**src/rtl/exc_pkg.sv**
```systemverilog
`default_nettype none
// ============================================================================
// Module   : exc_pkg
// Purpose  : Shared types and encodings for the LEGv8 exception-control stage.
//            Defines the controller state enum, the exception-cause codes
//            that the decoder reports on EStatus, and the MRS source-select
//            encodings.
// Ports    : none (package)
// Revision : 1.0 - initial release
// ============================================================================
package exc_pkg;

  // Controller state. The explicit width keeps the state register 2 bits
  // wide regardless of tool defaults.
  typedef enum logic [1:0] {
    RUN     = 2'd0,
    HANDLER = 2'd1,
    HALT    = 2'd2
  } exc_state_t;

  // Exception cause codes carried on EStatus / latched into ESR.
  localparam logic [3:0] ES_NONE     = 4'b0000;
  localparam logic [3:0] ES_IRQ      = 4'b0001;
  localparam logic [3:0] ES_NOTINSTR = 4'b0010;

  // MRS source selection. The remaining code reads as zero.
  localparam logic [1:0] MRS_ELR  = 2'b00;
  localparam logic [1:0] MRS_ESR  = 2'b01;
  localparam logic [1:0] MRS_ECNT = 2'b10;
  localparam logic [1:0] MRS_ZERO = 2'b11;

endpackage : exc_pkg
`default_nettype wire

```
**src/rtl/exc_ctrl_if.sv**
```systemverilog
`default_nettype none
// ============================================================================
// Module   : exc_ctrl_if
// Purpose  : Bundles the decoder / fetch / MRS side signals of the exception
//            controller. The controller connects through the slave modport;
//            the surrounding pipeline (or a bench) drives the master side.
// Signals  :
//   IRQReq    master->slave  raw external interrupt request (level)
//   ExtIRQ    slave->master  masked pending interrupt to the decoder
//   IRQAck    slave->master  one-cycle pulse, interrupt taken
//   Exc       master->slave  exception reported by the decoder
//   EStatus   master->slave  exception cause (4 bits)
//   ERet      master->slave  ERET decoded
//   PC        master->slave  PC of the instruction in decode
//   MrsSel    master->slave  MRS source select
//   MrsData   slave->master  selected exception register, zero-extended
//   Redirect  slave->master  fetch must load Target next cycle
//   Target    slave->master  redirect address (zero when no redirect)
//   InHandler slave->master  controller is in HANDLER
//   Halted    slave->master  controller is in HALT
// Revision : 1.0 - initial release
// ============================================================================
interface exc_ctrl_if #(
  parameter int N = 64
);

  logic         IRQReq;
  logic         ExtIRQ;
  logic         IRQAck;
  logic         Exc;
  logic [3:0]   EStatus;
  logic         ERet;
  logic [N-1:0] PC;
  logic [1:0]   MrsSel;
  logic [N-1:0] MrsData;
  logic         Redirect;
  logic [N-1:0] Target;
  logic         InHandler;
  logic         Halted;

  // Pipeline / environment side.
  modport master (
    output IRQReq, Exc, EStatus, ERet, PC, MrsSel,
    input  ExtIRQ, IRQAck, MrsData, Redirect, Target, InHandler, Halted
  );

  // Exception controller side.
  modport slave (
    input  IRQReq, Exc, EStatus, ERet, PC, MrsSel,
    output ExtIRQ, IRQAck, MrsData, Redirect, Target, InHandler, Halted
  );

endinterface : exc_ctrl_if
`default_nettype wire

```
**src/rtl/exc_ctrl.sv**
```systemverilog
`default_nettype none
// ============================================================================
// Module   : exc_ctrl
// Purpose  : Exception-control stage wrapped around the LEGv8 main decoder.
//            Latches and masks external interrupts for the decoder, records
//            ELR / ESR / ECNT when an exception is taken, redirects fetch to
//            the exception vector or back to ELR, and serves MRS reads of the
//            exception registers.
// Ports    :
//   clk    in   system clock
//   reset  in   synchronous active-low reset
//   bus    slave modport of exc_ctrl_if (decoder, fetch and MRS signals)
// Parameters:
//   N       datapath / PC width
//   VECTOR  exception handler entry address
//   CNT_W   width of the saturating exception counter ECNT
// Revision : 1.0 - initial release
// ============================================================================
module exc_ctrl
  import exc_pkg::*;
#(
  parameter int           N      = 64,
  parameter logic [N-1:0] VECTOR = 64'h0000_0000_0000_00D8,
  parameter int           CNT_W  = 16
) (
  input  wire logic  clk,
  input  wire logic  reset,
  exc_ctrl_if.slave  bus
);

  // --------------------------------------------------------------------------
  // State and architectural registers
  // --------------------------------------------------------------------------
  exc_state_t         r_state;
  exc_state_t         w_state_nxt;

  logic [N-1:0]       r_elr;
  logic [3:0]         r_esr;
  logic [CNT_W-1:0]   r_ecnt;
  logic               r_irq_pend;

  // --------------------------------------------------------------------------
  // Event decode
  // --------------------------------------------------------------------------
  logic               w_in_run;
  logic               w_in_handler;
  logic               w_in_halt;
  logic               w_take;       // exception accepted while running
  logic               w_irq_take;   // accepted exception is the interrupt
  logic               w_ecnt_full;

  assign w_in_run     = (r_state == RUN);
  assign w_in_handler = (r_state == HANDLER);
  assign w_in_halt    = (r_state == HALT);

  assign w_take       = w_in_run & bus.Exc;
  assign w_irq_take   = w_take & (bus.EStatus == ES_IRQ);
  assign w_ecnt_full  = (r_ecnt == {CNT_W{1'b1}});

  // --------------------------------------------------------------------------
  // FSM: state register
  // --------------------------------------------------------------------------
  always_ff @(posedge clk) begin
    if (!reset) begin
      r_state <= RUN;
    end else begin
      r_state <= w_state_nxt;
    end
  end

  // --------------------------------------------------------------------------
  // FSM: next-state logic. Exc always wins over ERet; a fault inside the
  // handler is unrecoverable and parks the controller in HALT.
  // --------------------------------------------------------------------------
  always_comb begin
    w_state_nxt = r_state;
    case (r_state)
      RUN: begin
        if (bus.Exc) begin
          w_state_nxt = HANDLER;
        end
      end
      HANDLER: begin
        if (bus.Exc) begin
          w_state_nxt = HALT;
        end else if (bus.ERet) begin
          w_state_nxt = RUN;
        end
      end
      HALT: begin
        w_state_nxt = HALT;
      end
      default: begin
        w_state_nxt = RUN;
      end
    endcase
  end

  // --------------------------------------------------------------------------
  // FSM: output logic. Redirect/IRQAck are forced low while reset is
  // asserted so that stray decoder activity during reset never reaches
  // fetch. Target is kept at zero whenever no redirect is issued.
  // --------------------------------------------------------------------------
  logic               w_redirect;
  logic [N-1:0]       w_target;
  logic               w_irq_ack;

  always_comb begin
    w_redirect = 1'b0;
    w_target   = '0;
    w_irq_ack  = 1'b0;
    if (reset) begin
      case (r_state)
        RUN: begin
          if (bus.Exc) begin
            w_redirect = 1'b1;
            w_target   = VECTOR;
            w_irq_ack  = (bus.EStatus == ES_IRQ);
          end
        end
        HANDLER: begin
          if (bus.ERet && !bus.Exc) begin
            w_redirect = 1'b1;
            w_target   = r_elr;
          end
        end
        default: begin
          w_redirect = 1'b0;
        end
      endcase
    end
  end

  assign bus.Redirect  = w_redirect;
  assign bus.Target    = w_target;
  assign bus.IRQAck    = w_irq_ack;
  assign bus.InHandler = w_in_handler;
  assign bus.Halted    = w_in_halt;

  // Interrupts stay pending while masked; only RUN exposes them.
  assign bus.ExtIRQ    = r_irq_pend & w_in_run;

  // --------------------------------------------------------------------------
  // Exception registers. Only an exception accepted in RUN writes them; a
  // nested fault or ERET leaves the saved context intact.
  // --------------------------------------------------------------------------
  always_ff @(posedge clk) begin
    if (!reset) begin
      r_elr  <= '0;
      r_esr  <= ES_NONE;
      r_ecnt <= '0;
    end else if (w_take) begin
      r_elr <= bus.PC;
      r_esr <= bus.EStatus;
      if (!w_ecnt_full) begin
        r_ecnt <= r_ecnt + CNT_W'(1);
      end
    end
  end

  // --------------------------------------------------------------------------
  // Interrupt pending latch. Taking the interrupt clears it even if IRQReq
  // is still high in that cycle; a held request re-arms it one edge later.
  // --------------------------------------------------------------------------
  always_ff @(posedge clk) begin
    if (!reset) begin
      r_irq_pend <= 1'b0;
    end else if (w_irq_take) begin
      r_irq_pend <= 1'b0;
    end else if (bus.IRQReq) begin
      r_irq_pend <= 1'b1;
    end
  end

  // --------------------------------------------------------------------------
  // MRS read port. Reads the current register contents, so a write made by
  // an exception in this same cycle becomes visible from the next cycle on.
  // --------------------------------------------------------------------------
  logic [N-1:0]       w_mrs_data;

  always_comb begin
    w_mrs_data = '0;
    case (bus.MrsSel)
      MRS_ELR:  w_mrs_data = r_elr;
      MRS_ESR:  w_mrs_data = {{(N-4){1'b0}}, r_esr};
      MRS_ECNT: w_mrs_data = {{(N-CNT_W){1'b0}}, r_ecnt};
      default:  w_mrs_data = '0;
    endcase
  end

  assign bus.MrsData = w_mrs_data;

endmodule : exc_ctrl
`default_nettype wire

```
**src/flat_wrapper.sv**
```systemverilog
// flat-port wrapper written by rule: the top's interface ports become plain ports
module exc_ctrl_flat import exc_pkg::*;
#(
  parameter int           N      = 64,
  parameter logic [N-1:0] VECTOR = 64'h0000_0000_0000_00D8,
  parameter int           CNT_W  = 16
)
  (clk, reset, bus_IRQReq, bus_Exc, bus_EStatus, bus_ERet, bus_PC, bus_MrsSel, bus_ExtIRQ, bus_IRQAck, bus_MrsData, bus_Redirect, bus_Target, bus_InHandler, bus_Halted);
  exc_ctrl_if #(.N(N)) bus_i ();
  input  wire logic clk;
  input  wire logic reset;
  input wire logic [$bits(bus_i.IRQReq)-1:0] bus_IRQReq;
  input wire logic [$bits(bus_i.Exc)-1:0] bus_Exc;
  input wire logic [$bits(bus_i.EStatus)-1:0] bus_EStatus;
  input wire logic [$bits(bus_i.ERet)-1:0] bus_ERet;
  input wire logic [$bits(bus_i.PC)-1:0] bus_PC;
  input wire logic [$bits(bus_i.MrsSel)-1:0] bus_MrsSel;
  output wire logic [$bits(bus_i.ExtIRQ)-1:0] bus_ExtIRQ;
  output wire logic [$bits(bus_i.IRQAck)-1:0] bus_IRQAck;
  output wire logic [$bits(bus_i.MrsData)-1:0] bus_MrsData;
  output wire logic [$bits(bus_i.Redirect)-1:0] bus_Redirect;
  output wire logic [$bits(bus_i.Target)-1:0] bus_Target;
  output wire logic [$bits(bus_i.InHandler)-1:0] bus_InHandler;
  output wire logic [$bits(bus_i.Halted)-1:0] bus_Halted;
  assign bus_i.IRQReq = bus_IRQReq;
  assign bus_i.Exc = bus_Exc;
  assign bus_i.EStatus = bus_EStatus;
  assign bus_i.ERet = bus_ERet;
  assign bus_i.PC = bus_PC;
  assign bus_i.MrsSel = bus_MrsSel;
  assign bus_ExtIRQ = bus_i.ExtIRQ;
  assign bus_IRQAck = bus_i.IRQAck;
  assign bus_MrsData = bus_i.MrsData;
  assign bus_Redirect = bus_i.Redirect;
  assign bus_Target = bus_i.Target;
  assign bus_InHandler = bus_i.InHandler;
  assign bus_Halted = bus_i.Halted;
  exc_ctrl #(.N(N), .VECTOR(VECTOR), .CNT_W(CNT_W)) u_core (.clk(clk), .reset(reset), .bus(bus_i));
endmodule
```
**config.mk**
```make
export PLATFORM = sky130hd
export DESIGN_NAME = exc_ctrl_flat
export DESIGN_NICKNAME = d
export VERILOG_FILES = /design/src/rtl/exc_pkg.sv /design/src/rtl/exc_ctrl_if.sv /design/src/rtl/exc_ctrl.sv /design/src/flat_wrapper.sv
export SDC_FILE = /design/constraint.sdc
export NUM_CORES = 1
export LEC_CHECK = 0
export ABC_AREA = 1
export CAP_MARGIN = 15
export CORE_MARGIN = 5
export CORE_UTILIZATION = 44
export CTS_CLUSTER_SIZE = 10
export DETAILED_ROUTE_END_ITERATION = 8
export GPL_ROUTABILITY_DRIVEN = 0
export PLACE_DENSITY_LB_ADDON = 0.08
export SLEW_MARGIN = 25
export SYNTH_ARGS = -nofsm -noshare
export SYNTH_HDL_FRONTEND = slang
export SYNTH_SLANG_ARGS = --single-unit
```
**constraint.sdc**
```tcl
create_clock -name clk -period 2.4 [get_ports clk]
set_clock_uncertainty 0.1 [all_clocks]
set_input_delay 0.48 -clock clk [delete_from_list [all_inputs] [get_ports clk]]
set_output_delay 0.48 -clock clk [all_outputs]
set_load 0.03 [all_outputs]
```
==> summary.txt <==
Detailed routing
  • Final wirelength: 14600 um
  • DRC violations left: 0
  • DR vias/cell: slightly above 5
  • Via count: approximately 5000
  • First-pass detailed-route iteration total: 7
  • Per-cell routed wire length: about 15 um
  • Remaining antenna violation count: 0
  • 1st-iter DRT viols: between 300 and 400

Final layout
  • Multi-input logic area: 2290 sq um
  • Commonest non-fill, non-tap cell in the layout: buf_4
  • Area Overhead vs Synth: 60.6%
  • Fillers: 808
  • Nets: roughly 930
  • Most frequent cells in the layout: buf_4, nor2_1, dfxtp_1
  • Seq. cell area: 1740 sq um
  • Share of cells above drive strength 1: 28.2%
  • Final non-filler cell total: about 990

Synthesis
  • Mapped cell area: 4300 sq um
  • Mapped Nets: around 720
  • Post-Synth XOR/XNOR Area: 0%
  • Main combinational cell family by area after synthesis: simple AND/OR/NAND/NOR gates
  • Register area share after synthesis: about two fifths
  • Post-synthesis mux area share: 0%
  • Area share of fa/ha/maj cells after synthesis: less than 1%
  • Unique cell type count in the Yosys netlist: 26
  • Cell count after synthesis: around 650
  • Post-synthesis register bit count: 87
  • Simple-gate area share of the yosys netlist: ~28%
  • Avg Synthesized Cell Area: ~6.6 sq um
  • Syn. warnings: 0
  • Share of the synthesized area in compound gates (AO/OA/AOI/OAI): a little under a fifth

Critical path
  • WP data arrival: between 1.5 and 2 ns
  • Delay-heaviest family, CP: buffers and inverters
  • CP peak stage delay: ~0.33 ns
  • CP Cell Sequence: inv_2 -> nand2_4 -> nor3_4 -> clkinv_4 -> clkbuf_16 -> nor3_1 -> buf_4
  • Critical Path Slowest Stage Cell: dfxtp_2
  • CP required: 1.82 ns
  • Buf/Inv on CP: 4
  • Worst setup SP type: flip-flop
  • CP endpoint kind: output pin
  • Crit-path max FO: 10
  • CP Class: flip-flop to output pin

CTS
  • CTS Sinks: just under 90
  • Total CTS buffers: 9
  • Clock tree from TritonCTS: built
  • Hold Buf Count CTS: 0
  • Bufs on Longest Clock Path: 2
  • Reg clk slew, reported paths: ~0.09 ns
  • Clk Latency, worst-skew pair: 0.36 ns
  • H-tree depth: 3
  • Clock Root Buffer: clkbuf_8

Floorplan
  • Die Area: ~12000 sq um
  • Die X: roughly 110 um
  • I/O Pins: approximately 210
  • Core Rows: 36
  • Starting Density: between 40% and 50%
  • Core Region: 9640 sq um
  • Die Height: approximately 110 um

STA
  • Setup ws final: -0.0479 ns
  • Final max-slew violation count: 0
  • Endpoints failing hold: 0
  • RSZ-0062 raised after global routing: true
  • Min Tclk post-route: approximately 2.4 ns
  • Fmax: 409 MHz
  • # setup viols final: 1
  • Final Cycle Share: 102%
  • Worst hold slack: roughly 0.31 ns
  • Slew margin rel.: 62.1%
  • Slew @ Worst Pin: around 0.57 ns

Placed design
  • I/O Buffers: between 200 and 250
  • Hpwl dp: approximately 10000 um
  • Placed cells: ~970

Job
  • Max Cap Viol: 0

GRT
  • First-pass GRT wire length: between 20000 and 25000 um
  • Antenna violations before repair: 1
  • GRT Overall Usage: between 20% and 30%
  • Gr ovfl total: 0
  • Pin count of the biggest net entering global routing: 63
  • Number of global-route vias before repair: 4616

Power and ir drop
  • Leak: between 2 and 3 nW
  • PwrDens: ~530 nW/um^2
  • Maximum vdd drop: about 0.38 mV

Min path
  • Worst min path class: input pin to flip-flop

Status
  • Status: finished with violations
  • Failing checks: setup timing
worst reg2reg max path: stages (launching register included):
cell and delay (ns):
dfxtp_2 0.36, nor2_1 0.25, nand2_4 0.20, buf_4 0.29, o21ai_0 0.23, a21oi_1 0.06
flip-flops by register name (all words and copies together), names as in the netlist:
register	flops
u_core.r_state	2
u_core.r_elr	64
u_core.r_irq_pend	1
u_core.r_esr	4
u_core.r_ecnt	16
worst paths after layout:
check                                        from               end  slack, ns  depth (start not counted)
worst min register to register    u_core.r_elr[9]   u_core.r_elr[9]       0.38                          2
worst min-delay path                        reset   u_core.r_esr[2]       0.31                          3
worst max register to register  u_core.r_state[0]  u_core.r_elr[22]       0.80                          5
worst max-delay path            u_core.r_state[1]    bus_Target[36]      -0.05                          7
what timing repair did:
item / in CTS / in global routing
cloned: 0 / 3
buffers inserted: 0 / 2
pin swaps: 1 / 1
endpoints found under the setup margin: 36 / 125
resized for setup: 7 / 60
per-layer routing:
metal | track usage [%] | wire length (um) | up-vias
met5 | 0 | 0 | -
met4 | 8.57 | 400 | 0
met3 | 4.56 | 1000 | 36
met2 | 39.1 | 7100 | 209
met1 | 27.4 | 6140 | 2278
li1 | - | - | 2487
cells in the mapped netlist:
cell / instances / share of area (%)
buf_4: 2 / 0.35
nor2_4: 7 / 1.8
nor3_1: 62 / 7.2
o21ai_0: 73 / 8.5
nand3_1: 22 / 2.6
buf_6: 1 / 0.26
o22ai_1: 2 / 0.29
buf_2: 11 / 1.3
inv_1: 86 / 7.5
dfxtp_1: 87 / 41
ha_1: 1 / 0.29
nor3_2: 1 / 0.23
inv_2: 4 / 0.35
nor2_1: 111 / 9.7
o21a_1: 1 / 0.17
a31oi_1: 1 / 0.15
a21oi_1: 72 / 8.4
nand2_2: 3 / 0.44
o21ai_1: 2 / 0.23
nand4_4: 1 / 0.49
o221ai_1: 2 / 0.41
o211a_1: 1 / 0.23
clkbuf_1: 30 / 2.6
o211ai_1: 2 / 0.35
nand2_1: 61 / 5.3
nand4_1: 2 / 0.29
final cells by class:
| type | instances | area share (%) |
|---|---|---|
| clock buffers | 11 | 1.90 |
| repair buffers | 235 | 30.6 |
| diodes | 1 | 0.0363 |
| clock inverters | 5 | 1.50 |
| well taps | 133 | 2.41 |
| inverters | 90 | 5.00 |
| multi-input cells | 427 | 33.2 |
| flip-flops and latches | 87 | 25.3 |
through the flow:
stage	total power [mW]	area (sq um)	util (%)	setup slack (ns)	TNS (ns)
2_1_floorplan	2.05	4300	-	0.141	0
3_3_place_gp	2.36	6290	65.3	-0.0194	-0.172
5_1_grt	3.78	6900	71.6	-0.103	-0.875
4_1_cts	3.59	6560	68.0	0.00309	0
6_report	3.63	6900	71.6	-0.0479	-0.0479
3_5_place_dp	2.38	6290	65.3	-0.0513	-0.381
kinds of logic after synthesis:
group / count (synthesis)
compound gates: 156
simple gates: 270
buf+inv: 134
fa+ha+maj: 1
flops: 87
report_power, final:
group / internal (mW) / leakage, nW / switching (mW)
sequential: 1.55 / 0.719 / 0.0368
clock: 0.695 / 0.118 / 0.532
combinational: 0.323 / 2.11 / 0.485
Power figures use the tool's default switching activity.
